==> config.mk <==
export PLATFORM = sky130hd
export DESIGN_NAME = spi_sub_ai
export DESIGN_NICKNAME = d
export VERILOG_FILES = /design/src/rtl/spi_sub_ai.sv
export SDC_FILE = /design/constraint.sdc
export NUM_CORES = 1
export LEC_CHECK = 0
export BUFFER_PORTS_ARGS = -buffer_cell sky130_fd_sc_hd__buf_2
export CORE_ASPECT_RATIO = 1.4
export CORE_UTILIZATION = 30
export CTS_BUF_LIST = sky130_fd_sc_hd__clkbuf_4 sky130_fd_sc_hd__clkbuf_8
export CTS_CLUSTER_DIAMETER = 40
export DETAILED_ROUTE_END_ITERATION = 16
export SETUP_SLACK_MARGIN = 0.02
export SLEW_MARGIN = 20
export SYNTH_ARGS = -nofsm -noshare
export SYNTH_HDL_FRONTEND = slang
export SYNTH_SLANG_ARGS = --single-unit
==> constraint.sdc <==
create_clock -name sclk -period 4.4 [get_ports sclk]
set_input_delay 0.88 -clock sclk [delete_from_list [all_inputs] [get_ports sclk]]
set_output_delay 0.88 -clock sclk [all_outputs]
set_load 0.03 [all_outputs]
==> src/rtl/spi_sub_ai.sv <==
// spi_sub_ai: SPI subordinate, one frame per cs_n -> one memory strobe.
// Define SPI_SUB_AUTOINC_EN to enable the auto-increment pointer ops.
module spi_sub_ai #(
  parameter int ADDR_W = 10,
  parameter int DATA_W = 32
) (
  input  logic              sclk,
  input  logic              rst_n,
  input  logic              cs_n,
  input  logic              mosi,
  output logic              miso,
  output logic              r_en,
  output logic              w_en,
  output logic [ADDR_W-1:0] addr,
  output logic [DATA_W-1:0] data_o,
  input  logic [DATA_W-1:0] data_i,
  output logic              err
);
  localparam int FRAME_W = 2 + ADDR_W + DATA_W;
  localparam int CNT_W = $clog2(FRAME_W + 1);
  localparam logic [CNT_W-1:0] LAST = CNT_W'(FRAME_W - 1);

`ifdef SPI_SUB_AUTOINC_EN
  localparam bit AUTO = 1'b1;
`else
  localparam bit AUTO = 1'b0;
`endif

  typedef enum logic [2:0] {
    IDLE, RECV, STROBE, CAPTURE, SEND, DONE
  } state_e;

  function automatic logic op_rd(input logic [1:0] op);
    return (op == 2'b00) || (AUTO && op == 2'b11);
  endfunction

  function automatic logic op_wr(input logic [1:0] op);
    return (op == 2'b01) || (AUTO && op == 2'b10);
  endfunction

  function automatic logic op_bad(input logic [1:0] op);
    return !AUTO && op[1];
  endfunction

  state_e             state_q, state_d;
  logic [CNT_W-1:0]   cnt_q, cnt_d;
  logic [FRAME_W-1:0] sh_q, sh_d;
  logic               r_en_q, r_en_d;
  logic               w_en_q, w_en_d;
  logic               err_q, err_d;
  logic               miso_q, miso_d;
  logic [ADDR_W-1:0]  addr_q, addr_d;
  logic [DATA_W-1:0]  data_o_q, data_o_d;
  logic [FRAME_W-1:0] frame;
  logic [1:0]         fop, sop;

`ifdef SPI_SUB_AUTOINC_EN
  logic [ADDR_W-1:0]  ptr_q, ptr_d;
`endif

  // frame as it stands including the bit arriving this edge
  assign frame = {sh_q[FRAME_W-2:0], mosi};
  assign fop   = frame[FRAME_W-1 -: 2];
  assign sop   = sh_q[FRAME_W-1 -: 2];

  always_comb begin
    state_d  = state_q;
    cnt_d    = cnt_q;
    sh_d     = sh_q;
    r_en_d   = 1'b0;
    w_en_d   = 1'b0;
    err_d    = 1'b0;
    addr_d   = addr_q;
    data_o_d = data_o_q;
`ifdef SPI_SUB_AUTOINC_EN
    ptr_d    = ptr_q;
`endif
    if (cs_n) begin
      state_d = IDLE;
    end else begin
      unique case (state_q)
        IDLE: begin
          sh_d    = frame;
          cnt_d   = CNT_W'(1);
          state_d = RECV;
        end
        RECV: begin
          sh_d  = frame;
          cnt_d = cnt_q + 1'b1;
          if (cnt_q == LAST) begin
            state_d = STROBE;
            addr_d  = frame[DATA_W +: ADDR_W];
`ifdef SPI_SUB_AUTOINC_EN
            if (fop[1]) addr_d = ptr_q;
            ptr_d = addr_d + 1'b1;
`endif
            r_en_d = op_rd(fop);
            w_en_d = op_wr(fop);
            err_d  = op_bad(fop);
            if (op_wr(fop)) data_o_d = frame[DATA_W-1:0];
          end
        end
        STROBE: state_d = CAPTURE;
        CAPTURE: begin
          if (op_rd(sop))
            sh_d = {sop, addr_q, data_i};
          else if (op_wr(sop))
            sh_d = {sop, addr_q, sh_q[DATA_W-1:0]};
          else
            sh_d = {sop, addr_q, {DATA_W{1'b0}}};
          cnt_d   = '0;
          state_d = SEND;
        end
        SEND: begin
          sh_d  = {sh_q[FRAME_W-2:0], 1'b0};
          cnt_d = cnt_q + 1'b1;
          if (cnt_q == LAST) state_d = DONE;
        end
        DONE: state_d = DONE;
        default: state_d = IDLE;
      endcase
    end
  end

  always_ff @(posedge sclk or negedge rst_n) begin
    if (!rst_n) begin
      state_q  <= IDLE;
      cnt_q    <= '0;
      sh_q     <= '0;
      r_en_q   <= 1'b0;
      w_en_q   <= 1'b0;
      err_q    <= 1'b0;
      addr_q   <= '0;
      data_o_q <= '0;
    end else begin
      state_q  <= state_d;
      cnt_q    <= cnt_d;
      sh_q     <= sh_d;
      r_en_q   <= r_en_d;
      w_en_q   <= w_en_d;
      err_q    <= err_d;
      addr_q   <= addr_d;
      data_o_q <= data_o_d;
    end
  end

`ifdef SPI_SUB_AUTOINC_EN
  always_ff @(posedge sclk or negedge rst_n) begin
    if (!rst_n) ptr_q <= '0;
    else        ptr_q <= ptr_d;
  end
`endif

  assign miso_d = (state_q == SEND) & sh_q[FRAME_W-1];

  always_ff @(negedge sclk or negedge rst_n) begin
    if (!rst_n) miso_q <= 1'b0;
    else        miso_q <= miso_d;
  end

  assign miso   = miso_q;
  assign r_en   = r_en_q;
  assign w_en   = w_en_q;
  assign err    = err_q;
  assign addr   = addr_q;
  assign data_o = data_o_q;

endmodule

==> out/results.ini <==
[run_status]
outcome=completed

[power]
p_per_area_mw_per_mm2=417
clkPwrFrac_pct=26.9
swShare_pct=30.9
switchingPower_mw=0.670
ir_worst_vdd_mv=0.154
p_int_mw=1.50
power_frac_comb_pct=17.3
p_leak_nw=2.66
p_total_mw=2.17
seq_power_share_pct=55.8

[global_routing]
grt_pass1_wl_mm=16.4
grt_antenna_before_repair=0
grt_max_degree=54
grtUsageMet3_pct=2.28
busiest_layer=met2
gr-usage-met1_pct=17.3
grt_use_total_pct=13.5
globalRoute.totalOverflow=0
grt_pass1_vias=3252
grtUsageMet2_pct=22.5

[critical_path]
cp.buffers_inverters=1
cp.required_ns=3.52
cp_max_fo=1
critPathLaunchType=flop
crit_path_start=miso
r2r_end=miso
cpMaxStageDelayCell=dfrtn_1
critical-path-top-delay-family=flip-flops
critPathKind=reg2out
worstPathArrival_ns=3.11
reg2reg_slack_ns=1.14
critPathMaxStageDelay_ns=0.38
timing.rr.start=state_q[1]
reg2reg_depth=2
cp.depth=1
end_kind=primary output
crit_end=miso
crit_chain=buf_2

[yosys]
synth_top_family_by_area=multiplexers
ys_seq_area_share_pct=56.1
syn_avg_cell_area_um2=11.2
netlist_instances=393
yosysWarnings=0
synth_xor_area_share_pct=0.595
ys_types=35
synthSimpleGateAreaFrac_pct=17.1
synthAdderAreaFrac_pct=0.283
synth_seq_cells=99
synth_mux_area_share_pct=19.8
syn_area_mm2=0.00442
syn_nets=430
synth_compound_area_share_pct=3.17

[placement]
dpl_cell_area_mm2=0.00500
dp_hpwl_mm=6.49
place_ws_ns=0.776
place_congestion=0.743
dpl.cell_count=644
port_buffers=81

[routing]
wl_per_cell_um=14.7
vias=3129
drtAntennaViolNets=0
drt_iter0_markers=133
drc=0
finalWirelength_mm=9.68
vias_per_cell=4.74
firstDrtPassIters=6

[sta]
setup_ws_ns=0.406
slew_violations=0
setup_tns_ns=0
rsz0062_at_grt=false
timing.hold.ws_ns=0.510
worst_pin_slew_ns=0.923
hold_viol=0
max_slew_margin_pct=38.5
setup_viol=0
fin_worst_skew_ns=0.0205

[cells_and_area]
final_cell_area_mm2=0.00519
area_delta_synth_final_pct=17.5
stdcell_count=660
drive_gt1_share_pct=40.3
multi_input_area_mm2=0.00183
num-fill-cells=1494
ff_latch_area_mm2=0.00248
antenna_cells=0
layout.nets=503
fin_util_pct=35.9

[cts]
cts_tree=yes
ctsHtreeMaxLevel=3
cts-buffers-inserted=9
clock-sinks=99
cts_root_buf=clkbuf_8
clk_pin_slew_ns=0.10
ctsHoldBuffers=0
cts_setup_buffers=0
clk_latency_ns=0.36
cts_resized=0
cts.path.max_buffers=2

[die]
die_h_um=146
num_rows=52
dieArea_mm2=0.0152
ios=82
start_util_pct=30.6
die_width_um=105
core_mm2=0.0144

[min_path]
hp-class=reg2reg

[job]
drv_cap=0

flip-flops by register name, indices dropped and copies added, names as in the netlist:
register	count
cnt_q	6
w_en	1
miso	1
state_q	3
r_en	1
data_o	32
err	1
sh_q	44
addr	10
logic make-up after synthesis:
| logic type | after synthesis |
|---|---|
| and+or+nand+nor | 163 |
| AOI/OAI and AO/OA | 22 |
| adders and majority gates | 1 |
| buffers and inverters | 27 |
| xor gates and xnor gates | 3 |
| muxes | 78 |
| DFF | 99 |
layout by cell type (no fill, tap or decap), drive strengths merged, types with 2 or more instances in the layout:
master and count:
dfrtp 98, buf 88, nand2 86, mux2 77
nand3 36, nor2 18, a31oi 10, clkbuf 9
inv 7, nor3 6, a21oi 5, nor2b 4
o21ai 3, nor4 3, xnor2 3, nor4b 2
and2 2
routing by layer:
metal | up-vias | part of all wire, % | wire length, um
li1 | 1497 | - | -
met2 | 62 | 49 | 4780
met1 | 1555 | 46 | 4410
met3 | 15 | 3.0 | 289
met5 | - | 0 | 0
met4 | 0 | 2.0 | 197
cell type report:
type                    instances  area share, %
flip-flops and latches         99           47.7
multi-input cells             267           35.2
repair buffers                 88           8.87
well taps                     189           4.56
clock buffers                   9           2.39
clock inverters                 7           1.23
inverters                       1         0.0723
cell usage after synthesis:
library cell / instances / area share [%]
a32o_1: 1 / 0.23
a22o_1: 1 / 0.20
nor2b_1: 4 / 0.57
and4bb_2: 1 / 0.28
nor4_1: 3 / 0.42
dfrtn_1: 1 / 0.57
a31oi_1: 10 / 1.4
nor4b_4: 1 / 0.54
inv_1: 1 / 0.085
buf_1: 1 / 0.085
o21ai_0: 3 / 0.34
and2_1: 1 / 0.14
xnor2_1: 3 / 0.59
nor3_1: 6 / 0.68
o21ba_2: 1 / 0.23
mux2_2: 77 / 20
and3b_1: 1 / 0.20
nand3_1: 35 / 4.0
nand3b_1: 1 / 0.17
ha_1: 1 / 0.28
nor3b_4: 1 / 0.42
and3_1: 1 / 0.14
nand3_2: 1 / 0.23
mux2i_1: 1 / 0.23
clkbuf_1: 16 / 1.4
a21oi_1: 5 / 0.57
nand2_1: 86 / 7.3
a211o_1: 1 / 0.20
nor4b_1: 1 / 0.20
nor2_1: 18 / 1.5
or2_2: 1 / 0.14
buf_6: 3 / 0.76
buf_2: 6 / 0.68
and2_0: 1 / 0.14
dfrtp_1: 98 / 55
worst min path at each step:
| stage | end | startpoint | slack [ns] | cells past startpoint |
|---|---|---|---|---|
| global placement | r_en | sh_q[41] | 0.48 | 1 |
| finish | data_o[13] | data_o[13] | 0.51 | 1 |
| CTS | r_en | sh_q[41] | 0.51 | 1 |
| global route | r_en | sh_q[41] | 0.53 | 1 |
| floorplan | r_en | sh_q[41] | 0.45 | 1 |
| detailed placement | data_o[18] | data_o[18] | 0.49 | 1 |
power groups by stage:
stage / combinational, mW / sequential, mW / clock, mW
floorplan: 0.293 / 1.18 / 0
global placement: 0.364 / 1.22 / 0
detailed placement: 0.381 / 1.23 / 0
CTS: 0.383 / 1.21 / 0.605
global route: 0.438 / 1.24 / 0.643
finish: 0.375 / 1.21 / 0.583
No activity file was read; power rests on OpenSTA's default activity.
